## config.mk

```make
export PLATFORM = sky130hd
export DESIGN_NAME = keypad_digit_loader_flat
export DESIGN_NICKNAME = d
export VERILOG_FILES = /design/src/rtl/keypad_digit_loader_if.sv /design/src/rtl/keypad_digit_loader.sv /design/src/flat_wrapper.sv
export SDC_FILE = /design/constraint.sdc
export NUM_CORES = 1
export LEC_CHECK = 0
export ABC_AREA = 1
export BUFFER_PORTS_ARGS = -buffer_cell sky130_fd_sc_hd__buf_2
export CORE_UTILIZATION = 58
export CTS_CLUSTER_SIZE = 10
export DETAILED_ROUTE_END_ITERATION = 8
export GPL_TIMING_DRIVEN = 1
export PLACE_DENSITY = 0.79
export RECOVER_POWER = 100
export SKIP_CTS_REPAIR_TIMING = 1
export SLEW_MARGIN = 10
export SYNTH_ARGS = -nofsm -noshare
export SYNTH_HDL_FRONTEND = slang
export SYNTH_SLANG_ARGS = --single-unit
```

## constraint.sdc

```tcl
create_clock -name clock -period 1.7 [get_ports clock]
set_input_delay 0.255 -clock clock [delete_from_list [all_inputs] [get_ports clock]]
set_output_delay 0.255 -clock clock [all_outputs]
set_load 0.02 [all_outputs]
```

## src/rtl/keypad_digit_loader_if.sv

```systemverilog
// Keypad-side bundle of the digit loader: raw key lines and lock in, BCD digit and load strobe out.
// Strobe contract: loadn is low for exactly one clock per accepted key; data_out is valid in that cycle and holds afterwards.
interface keypad_digit_loader_if;
  logic [9:0] keypad;
  logic       lock;
  logic [3:0] data_out;
  logic       loadn;
  logic       busy;
  logic [1:0] dbg_state;

  modport master (
    output keypad,
    output lock,
    input  data_out,
    input  loadn,
    input  busy,
    input  dbg_state
  );

  modport slave (
    input  keypad,
    input  lock,
    output data_out,
    output loadn,
    output busy,
    output dbg_state
  );
endinterface

```

## src/rtl/keypad_digit_loader.sv

```systemverilog
// Debounces a 10-key decimal keypad, rejects multi-key presses and emits one BCD digit plus
// an active-low load strobe per accepted key for the countdown timer.
module keypad_digit_loader #(
  parameter int DEBOUNCE_CYCLES = 16
) (
  input logic                  clock,
  input logic                  clear,
  keypad_digit_loader_if.slave kp
);

  localparam int CNT_W = $clog2(DEBOUNCE_CYCLES + 1);
  localparam logic [CNT_W-1:0] DB_MAX = CNT_W'(DEBOUNCE_CYCLES);

  typedef enum logic [1:0] {
    IDLE    = 2'd0,
    PRESS   = 2'd1,
    LOAD    = 2'd2,
    RELEASE = 2'd3
  } state_t;

  state_t           state_q, state_d;
  logic [CNT_W-1:0] cnt_q, cnt_d;
  logic [3:0]       code_q, code_d;
  logic [9:0]       pat_q, pat_d;
  logic [3:0]       data_out_q, data_out_d;
  logic             loadn_q, loadn_d;
  logic             busy_q, busy_d;

  logic             single_key;
  logic [3:0]       key_code;
  logic [CNT_W-1:0] cnt_inc;

  always_comb begin
    key_code = 4'd0;
    for (int i = 0; i < 10; i++) begin
      if (kp.keypad[i]) key_code = 4'(i);
    end
  end

  assign single_key = $onehot(kp.keypad);
  // Saturating increment: the counter never wraps even if a state lingers.
  assign cnt_inc    = (cnt_q == DB_MAX) ? cnt_q : cnt_q + CNT_W'(1);

  always_comb begin
    state_d    = state_q;
    cnt_d      = cnt_q;
    code_d     = code_q;
    pat_d      = pat_q;
    data_out_d = data_out_q;
    loadn_d    = 1'b1;
    case (state_q)
      IDLE: begin
        if (!kp.lock && single_key) begin
          code_d  = key_code;
          pat_d   = kp.keypad;
          cnt_d   = CNT_W'(1);
          state_d = PRESS;
        end
      end
      PRESS: begin
        // The detection cycle in IDLE already counted as the first stable cycle.
        if ((kp.keypad != pat_q) || kp.lock) begin
          cnt_d   = '0;
          state_d = IDLE;
        end else begin
          cnt_d = cnt_inc;
          if (cnt_inc == DB_MAX) begin
            state_d    = LOAD;
            loadn_d    = 1'b0;
            data_out_d = code_q;
          end
        end
      end
      LOAD: begin
        cnt_d   = '0;
        state_d = RELEASE;
      end
      RELEASE: begin
        if (kp.keypad == 10'd0) begin
          cnt_d = cnt_inc;
          if (cnt_inc == DB_MAX) begin
            cnt_d   = '0;
            state_d = IDLE;
          end
        end else begin
          cnt_d = '0;
        end
      end
      default: begin
        cnt_d   = '0;
        state_d = IDLE;
      end
    endcase
    busy_d = (state_d != IDLE);
  end

  always_ff @(posedge clock or posedge clear) begin
    if (clear) begin
      state_q    <= IDLE;
      cnt_q      <= '0;
      code_q     <= 4'd0;
      pat_q      <= 10'd0;
      data_out_q <= 4'd0;
      loadn_q    <= 1'b1;
      busy_q     <= 1'b0;
    end else begin
      state_q    <= state_d;
      cnt_q      <= cnt_d;
      code_q     <= code_d;
      pat_q      <= pat_d;
      data_out_q <= data_out_d;
      loadn_q    <= loadn_d;
      busy_q     <= busy_d;
    end
  end

  assign kp.data_out  = data_out_q;
  assign kp.loadn     = loadn_q;
  assign kp.busy      = busy_q;
  assign kp.dbg_state = state_q;

endmodule
```

## src/flat_wrapper.sv

```systemverilog
// flat-port wrapper written by rule: the top's interface ports become plain ports
module keypad_digit_loader_flat 
#(
  parameter int DEBOUNCE_CYCLES = 16
)
  (clock, clear, kp_keypad, kp_lock, kp_data_out, kp_loadn, kp_busy, kp_dbg_state);
  keypad_digit_loader_if kp_i ();
  input logic clock;
  input logic clear;
  input wire logic [$bits(kp_i.keypad)-1:0] kp_keypad;
  input wire logic [$bits(kp_i.lock)-1:0] kp_lock;
  output wire logic [$bits(kp_i.data_out)-1:0] kp_data_out;
  output wire logic [$bits(kp_i.loadn)-1:0] kp_loadn;
  output wire logic [$bits(kp_i.busy)-1:0] kp_busy;
  output wire logic [$bits(kp_i.dbg_state)-1:0] kp_dbg_state;
  assign kp_i.keypad = kp_keypad;
  assign kp_i.lock = kp_lock;
  assign kp_data_out = kp_i.data_out;
  assign kp_loadn = kp_i.loadn;
  assign kp_busy = kp_i.busy;
  assign kp_dbg_state = kp_i.dbg_state;
  keypad_digit_loader #(.DEBOUNCE_CYCLES(DEBOUNCE_CYCLES)) u_core (.clock(clock), .clear(clear), .kp(kp_i));
endmodule
```

==> results.toml, run 1 <==
[critical_path]
crit_type = "in -> reg"
worst-r2r-cell-count = 11
crit_path_top_delay_cell = "fa_1"
path_max_fanout = 5
critPathRequiredTime_ns = 1.97
path_cells = "buf_6, inv_4, ha_4, inv_2, fa_1, fa_1, inv_2, fa_2, inv_2, fa_1, nand4_1, nor2_2, nand3_4, buf_6, o21ai_1, o21bai_1"
crit_path_max_incr_delay_ns = 0.55
cp_data_arrival_time_ns = 3.24
cp-start-kind = "primary input"
end_kind = "flop"

[layout]
diodes = 0
fin_util = 0.854
regArea_sq_um = 679
layout_commonest_cell = "nand2_1"
multi_input_area_sq_um = 1270
final_net_count = 351
nFillCells = 188
stdcell_area_sq_um = 2650
layout_common_cells = "nand2_1 (64), inv_1 (32), buf_4 (28)"
drive_gt1_frac = 0.364
area_delta_synth_final_pct = 37.4

[placed_design]
io_buffers = 20
pre_cts_ws_ns = -1.71
dpl_cell_area_sq_um = 2310
hpwl_microns = 3440
gp_congestion = 0.912

[cts]
cts.clk_slew.worst_paths_ns = 0.16
htree_levels = 1
clkSinkCount = 27
clk_path_buf_depth = 2
worstSkewPairLatency_ns = 0.34
numCtsBuffers = 3
cts_tree = "yes"
root_buffer = "clkbuf_4"

[timing]
max_freq_ghz = 0.337
setup_slack_ns = -1.27
setup_viol = 26
hold_ws_ns = 0.255
skew_ns = 0.00699
hold_viol_final = 0
period_minus_slack_ns = 2.97
grt_setup_unrepaired = "yes"
max_slew_margin = 0.574
final_max_slew_viol_count = 0
fin_crit_sh = 1.75
tightest_slew_ns = 0.639

[synth]
ys_warn_count = 0
netlist_area_sq_um = 1930
ys_seq_area_frac = 0.351
ys_seq_elements = 27
syn-mean-instance-area_sq_um = 7.39
syn-instance-count = 261
synth_fp_nets = 295
ys_types = 26

[floorplanning]
num_rows = 20
fp.coreArea_sq_um = 3100
start_util = 0.621
fp.dieW_microns = 59.7
die_y_microns = 59.7
boundaryPins = 21
dieArea_sq_um = 3560

[global_route]
grt_pass1_wl_microns = 6870
antenna_found_initial = 0
grt_max_degree = 28
grt_pass1_vias = 1632
track_usage = 0.261
grt.overflow.total = 0

[pwr]
power_density_nw_per_um2 = 1050
vdd_drop_max_v = 0.000772
leakage_nw = 1.39
p_total_w = 0.00278

[worst_hold_path]
hold_depth = 4
min_path_type = "in -> reg"

[route]
first_pass_iters = 4
final_antenna_net_count = 0
via_per_inst = 5.31
vias = 1913
drtIter0Drc = 185
wl_microns = 5060
wire_per_inst_microns = 14.1
drc_errors = 0

[outcome]
status = "complete, but fails checks"
violations = "negative setup slack"

[flow_run]
drv_cap = 0
[sequential cells by signal, indices dropped and copies added (netlist names)]
name	flops
u_core.cnt_q	5
u_core.code_q	4
u_core.kp.busy	1
u_core.kp.data_out	4
u_core.kp.dbg_state	2
u_core.kp.loadn	1
u_core.pat_q	10
[critical path: cells and delay by family]
kind	cells	cell delay (ns)
AOI/OAI and AO/OA	2	0.23
adders and majority gates	5	1.92
buffers and inverters	6	0.43
and+or+nand+nor	3	0.41
[where the power goes]
| group | switching, W | internal [W] | total [W] |
|---|---|---|---|
| Clock | 0.000205 | 0.0000902 | 0.000295 |
| Sequential | 0.000163 | 0.000822 | 0.000985 |
| Combinational | 0.000851 | 0.000649 | 0.00150 |
[final timing paths]
check,from,endpoint,slack [ns]
max,kp_keypad[2],u_core.cnt_q[0],-1.27
min,kp_keypad[3],u_core.pat_q[3],0.25
max reg2reg,u_core.cnt_q[1],u_core.kp.data_out[0],-0.12
min reg2reg,u_core.kp.data_out[2],u_core.kp.data_out[2],0.50
max in group asynchronous,clear,u_core.cnt_q[0],0.66
min in group asynchronous,clear,u_core.cnt_q[3],0.59
[layer usage]
layer	vias to the layer above	wire length (microns)	GRT usage
met5	-	0	0
met1	877	1970	0.318
met2	96	2640	0.479
li1	919	-	-
met4	0	155	0.0698
met3	21	299	0.0346
[synth_stat cells, drive strengths merged]
library cell  count  area, sq um
xnor2             1         8.76
nand3b            1         7.51
nand3            19          100
nor3              3         37.5
o21ai            20          100
or2               1         6.26
a21oi             3         15.0
fa                6          120
nor2             21         86.3
inv              47          176
a22oi             1         7.51
ha               15          188
o31ai             1         7.51
dfrtp            26          651
clkbuf            3         11.3
dfstp             1         26.3
nand2            86          338
xor2              1         8.76
o21bai            1         7.51
nand4             4         25.0
[area by class of cell]
type / instances / area share
Clock inverter: 1 / 0.00283
Multi-Input combinational cell: 184 / 0.479
Clock buffer: 3 / 0.00850
Sequential cell: 27 / 0.256
Tap cell: 44 / 0.0208
Timing Repair Buffer: 54 / 0.156
Inverter: 47 / 0.0761
[per-stage QoR]
| step | instances | TNS (ns) |
|---|---|---|
| 3_5_place_dp | 346 | -34.58 |
| 6_report | 360 | -25.36 |
| 3_3_place_gp | 346 | -32.33 |
| 5_1_grt | 360 | -27.36 |
| 2_1_floorplan | 261 | -26.90 |
| 4_1_cts | 350 | -27.21 |
[kinds of logic (layout without fill, tap and decap cells)]
logic type / count (synthesis) / count (layout) / synth area share
AND/OR/NAND/NOR: 135 / 135 / 0.311
buffers and inverters: 50 / 105 / 0.0973
flip-flops: 27 / 27 / 0.351
AO/OA/AOI/OAI: 26 / 26 / 0.0714
adder cells (fa/ha/maj): 21 / 21 / 0.160
XOR/XNOR: 2 / 2 / 0.00909
No activity file was read; power rests on OpenSTA's default activity.
==> inputs of run 2 (changes only) <==
--- a/config.mk
+++ b/config.mk
@@ -10,7 +10,6 @@
 export CORE_UTILIZATION = 58
 export CTS_CLUSTER_SIZE = 10
 export DETAILED_ROUTE_END_ITERATION = 8
-export GPL_TIMING_DRIVEN = 1
 export PLACE_DENSITY = 0.79
 export RECOVER_POWER = 100
 export SKIP_CTS_REPAIR_TIMING = 1
==> constraint.sdc (replaced) <==
create_clock -name clock -period 3.13 [get_ports clock]
set_input_delay 0.4695 -clock clock [delete_from_list [all_inputs] [get_ports clock]]
set_output_delay 0.4695 -clock clock [all_outputs]
set_load 0.02 [all_outputs]
==> run 2 against run 1 <==
The flow still finishes with violations (negative setup slack). Total power decreased by 53%. Sequential share of layout area is 2.3 points higher. Critical endpoint is now u_core.code_q[0]. Hold slack better by 0.094 ns. Critical path depth stayed put. Clock-buffer cell count stayed put. Critical path type unchanged. Core utilization fell by 7.3 points. Clock skew fell by 0.00065 ns. First-iteration DRC count shrank 35%. Cell area decreased by 8.5%. Worst setup slack improved by 1.3 ns. Routed wire length down 14%. Clock power fell by 46%.
==> results.toml, run 2 (synthesis gave the netlist of run 1 again) <==
[outcome]
status = "complete, but fails checks"
violations = "negative setup slack"

[critical_path]
crit_buf_inv = 6
end_kind = "flop"
crit_path_top_delay_cell = "fa_1"
reg2reg_from = "u_core.cnt_q[0]"
cp-start-kind = "primary input"
crit_type = "in -> reg"
critPathRequiredTime_ns = 3.37
startpoint = "kp_keypad[2]"
critPathTopFamily = "adder cells"
path_max_fanout = 17
crit_path_max_incr_delay_ns = 0.55
cp_data_arrival_time_ns = 3.39
path_cells = "buf_8, inv_4, ha_4, inv_2, fa_1, fa_1, inv_2, fa_2, inv_2, fa_1, nand4_1, nor2_2, nand3_2, buf_12, nor2_4, a22oi_1"

[layout]
largestRegisters = "u_core.pat_q x10, u_core.cnt_q x5"
diodes = 0
layout_common_cells = "nand2_1 (75), inv_1 (36), dfrtp_1 (26)"
area_delta_synth_final_pct = 25.6
layout_commonest_cell = "nand2_1"
regMostFlops = "u_core.pat_q"
stdcell_area_sq_um = 2420
final_net_count = 339
drive_gt1_frac = 0.250
largest_reg_flops = 10
layout.cells.non_filler = 348

[route]
final_antenna_net_count = 0
via_per_inst = 4.97
vias = 1730
wire_per_inst_microns = 12.4
wl_microns = 4330
drc_errors = 0
first_pass_iters = 4
drtIter0Drc = 121

[cts]
cts.clk_slew.worst_paths_ns = 0.15
htree_levels = 1
worstSkewPairLatency_ns = 0.34
clk_path_buf_depth = 2
cts_tree = "yes"
root_buffer = "clkbuf_4"
clkSinkCount = 27
numCtsBuffers = 3

[placed_design]
gp_congestion = 0.888
io_buffers = 20
place_inst = 340
dpl_cell_area_sq_um = 2270
hpwl_microns = 3370

[worst_hold_path]
min_path_type = "in -> async"

[timing]
hold_viol_final = 0
fin_setup_tns_ns = -0.0200
fin_crit_sh = 1.01
grt_setup_unrepaired = "yes"
period_minus_slack_ns = 3.15
hold_ws_ns = 0.349
max_slew_margin = 0.312
final_max_slew_viol_count = 0
max_freq_ghz = 0.317
tightest_slew_ns = 1.03
setup_slack_ns = -0.0200
setup_viol = 1
skew_ns = 0.00635

[floorplanning]
fp.dieW_microns = 59.7
fp.coreArea_sq_um = 3100
boundaryPins = 21
die_y_microns = 59.7
dieArea_sq_um = 3560
start_util = 0.621
num_rows = 20

[global_route]
grt.overflow.total = 0
grt_max_degree = 28
grt_pass1_vias = 1654
antenna_found_initial = 0
track_usage = 0.268
grt_pass1_wl_microns = 7070

[pwr]
vdd_drop_max_v = 0.000313
leakage_nw = 1.32
power_density_nw_per_um2 = 543

[flow_run]
drv_cap = 0
-- run 2: power by group --
group	switching, W	total [W]	internal (W)
clock	0.000111	0.000159	0.0000482
combinational	0.000367	0.000630	0.000263
sequential	0.0000815	0.000527	0.000445
-- run 2: worst paths after layout --
kind	slack [ns]	cells after the start	to
setup / recovery	-0.02	16	u_core.code_q[0]
hold / removal	0.35	2	u_core.kp.dbg_state[1]
setup reg to reg	0.96	11	u_core.kp.busy
hold reg to reg	0.49	2	u_core.kp.data_out[0]
max in group asynchronous	2.16	2	u_core.pat_q[8]
min in group clock	0.41	3	u_core.pat_q[5]
-- run 2: cell type report --
type / instances / area [sq um]
multi-input combinational: 184 / 1140
fill: 238 / 681
sequential: 27 / 677
timing repair buffer: 42 / 314
inverter: 47 / 206
tap: 44 / 55.1
clock buffer: 3 / 22.5
clock inverter: 1 / 5.00
-- run 2: per-stage QoR --
step                utilization  worst slack (ns)  power, W
floorplan                     -            -0.144  0.000937
global placement          0.733            -0.440   0.00107
detailed placement        0.733            -0.559   0.00110
CTS                       0.742            -0.206   0.00125
global route              0.781            -0.151   0.00143
finish                    0.781           -0.0200   0.00132
-- run 2: layer usage --
metal	GRT usage	routed length, microns
met3	0.0281	177
met1	0.338	1870
met4	0.0897	53
met5	0	0
met2	0.476	2220
==> inputs of run 3 (changes only) <==
--- a/config.mk
+++ b/config.mk
@@ -7,10 +7,11 @@
 export LEC_CHECK = 0
 export ABC_AREA = 1
 export BUFFER_PORTS_ARGS = -buffer_cell sky130_fd_sc_hd__buf_2
-export CORE_UTILIZATION = 58
+export CORE_UTILIZATION = 55
 export CTS_CLUSTER_SIZE = 10
 export DETAILED_ROUTE_END_ITERATION = 8
-export PLACE_DENSITY = 0.79
+export HOLD_SLACK_MARGIN = 0.1
+export PLACE_DENSITY = 0.75
 export RECOVER_POWER = 100
 export SKIP_CTS_REPAIR_TIMING = 1
 export SLEW_MARGIN = 10
==> run 3 against run 2 <==
The flow still finishes with violations (negative setup slack). Clock-buffer cell count did not move. Critical path depth stayed put. First-iteration DRC count fell by 27%. Sequential share of layout area shrank 0.58 points. Hold slack worse by 0.0069 ns. Largest power group unchanged. Highest routed layer unchanged.
==> results.toml, run 3 (synthesis gave the netlist of run 1 again) <==
[outcome]
status = "complete, but fails checks"
violations = "negative setup slack"

[timing]
hold_viol_final = 0
setup_slack_ns = -0.00576
max_slew_margin = 0.308
setup_viol = 1
skew_ns = 0.00800
final_max_slew_viol_count = 0
grt_setup_unrepaired = "yes"
fin_crit_sh = 1.00
period_minus_slack_ns = 3.14
tightest_slew_ns = 1.04
max_freq_ghz = 0.319

[layout]
regArea_sq_um = 677
area_delta_synth_final_pct = 28.3
diodes = 0
drive_gt1_frac = 0.248
multi_input_area_sq_um = 1170
regMostFlops = "u_core.pat_q"
layout_commonest_cell = "nand2_1"
nFillCells = 285
largestRegisters = "u_core.pat_q x10, u_core.cnt_q x5"
layout_common_cells = "nand2_1 (77), inv_1 (36), dfrtp_1 (26)"
final_net_count = 337
fin_util = 0.741
largest_reg_flops = 10

[global_route]
antenna_found_initial = 0
grt_pass1_wl_microns = 6710
track_usage = 0.244
grt.overflow.total = 0
grt_pass1_vias = 1557
grt_max_degree = 31

[pwr]
leakage_nw = 1.33
power_density_nw_per_um2 = 562
vdd_drop_max_v = 0.000331

[cts]
worstSkewPairLatency_ns = 0.35
clkSinkCount = 27
clk_path_buf_depth = 2
cts_tree = "yes"
cts.clk_slew.worst_paths_ns = 0.17
numCtsBuffers = 3
htree_levels = 1
root_buffer = "clkbuf_4"

[critical_path]
path_cells = "buf_8, inv_12, ha_4, inv_2, fa_1, fa_1, inv_2, fa_2, inv_2, fa_1, nand4_1, nor2_2, nand3_4, clkbuf_16, o21ai_2, o21bai_1"
end_kind = "flop"
path_max_fanout = 7
cp-start-kind = "primary input"
crit_buf_inv = 6
critPathRequiredTime_ns = 3.37
crit_path_max_incr_delay_ns = 0.53
cp_data_arrival_time_ns = 3.38
crit_type = "in -> reg"
crit_path_top_delay_cell = "fa_1"
critPathTopFamily = "adder cells"

[floorplanning]
dieArea_sq_um = 3750
fp.dieW_microns = 61.2
num_rows = 21
fp.coreArea_sq_um = 3340
boundaryPins = 21
die_y_microns = 61.2
start_util = 0.578

[route]
first_pass_iters = 4
drc_errors = 0
wire_per_inst_microns = 12.9
final_antenna_net_count = 0
vias = 1745
via_per_inst = 5.01
drtIter0Drc = 88
wl_microns = 4480

[worst_hold_path]
min_path_type = "in -> async"

[flow_run]
drv_cap = 0

[placed_design]
hpwl_microns = 3160
io_buffers = 20
pre_cts_ws_ns = -0.465
gp_congestion = 0.904
==> run 3: area by class of cell <==
cell class | count | area share
Timing Repair Buffer | 40 | 0.136
Clock buffer | 3 | 0.00910
Tap cell | 46 | 0.0233
Inverter | 47 | 0.0814
Multi-Input combinational cell | 184 | 0.473
Sequential cell | 27 | 0.274
Clock inverter | 1 | 0.00303
==> run 3: worst paths after layout <==
path	from	endpoint	slack (ns)	depth (start not counted)
min reg2reg	u_core.kp.data_out[0]	u_core.kp.data_out[0]	0.49	2
max in group asynchronous	clear	u_core.code_q[0]	2.17	2
max	kp_keypad[8]	u_core.cnt_q[0]	-0.006	16
min in group clock	kp_keypad[5]	u_core.pat_q[5]	0.40	3
min	clear	u_core.code_q[3]	0.34	2
max reg2reg	u_core.cnt_q[0]	u_core.kp.busy	0.91	11
==> run 3: stage by stage <==
step                      setup TNS, ns  hold WS [ns]  total power, W  area, sq um  cells
final                          -0.00576         0.342         0.00139         2470    348
after global routing              -1.59         0.396         0.00151         2470    348
after floorplan                   -1.45         0.454        0.000937         2000    261
after global placement            -7.03         0.449         0.00106         2260    340
after detailed placement          -7.99         0.453         0.00108         2260    340
after CTS                        -0.382         0.375         0.00124         2290    344
==> run 3: per-layer routing <==
layer | vias to the layer above | GRT usage | share of wire
met4 | 0 | 0.0747 | 0.027
met5 | - | 0 | 0
li1 | 890 | - | -
met2 | 42 | 0.419 | 0.49
met1 | 799 | 0.312 | 0.45
met3 | 14 | 0.0441 | 0.035
==> run 3: report_power, final <==
| part | total (W) | switching, W | internal, W |
|---|---|---|---|
| registers | 0.000539 | 0.0000935 | 0.000445 |
| logic | 0.000683 | 0.000385 | 0.000298 |
| clock network | 0.000169 | 0.000120 | 0.0000491 |
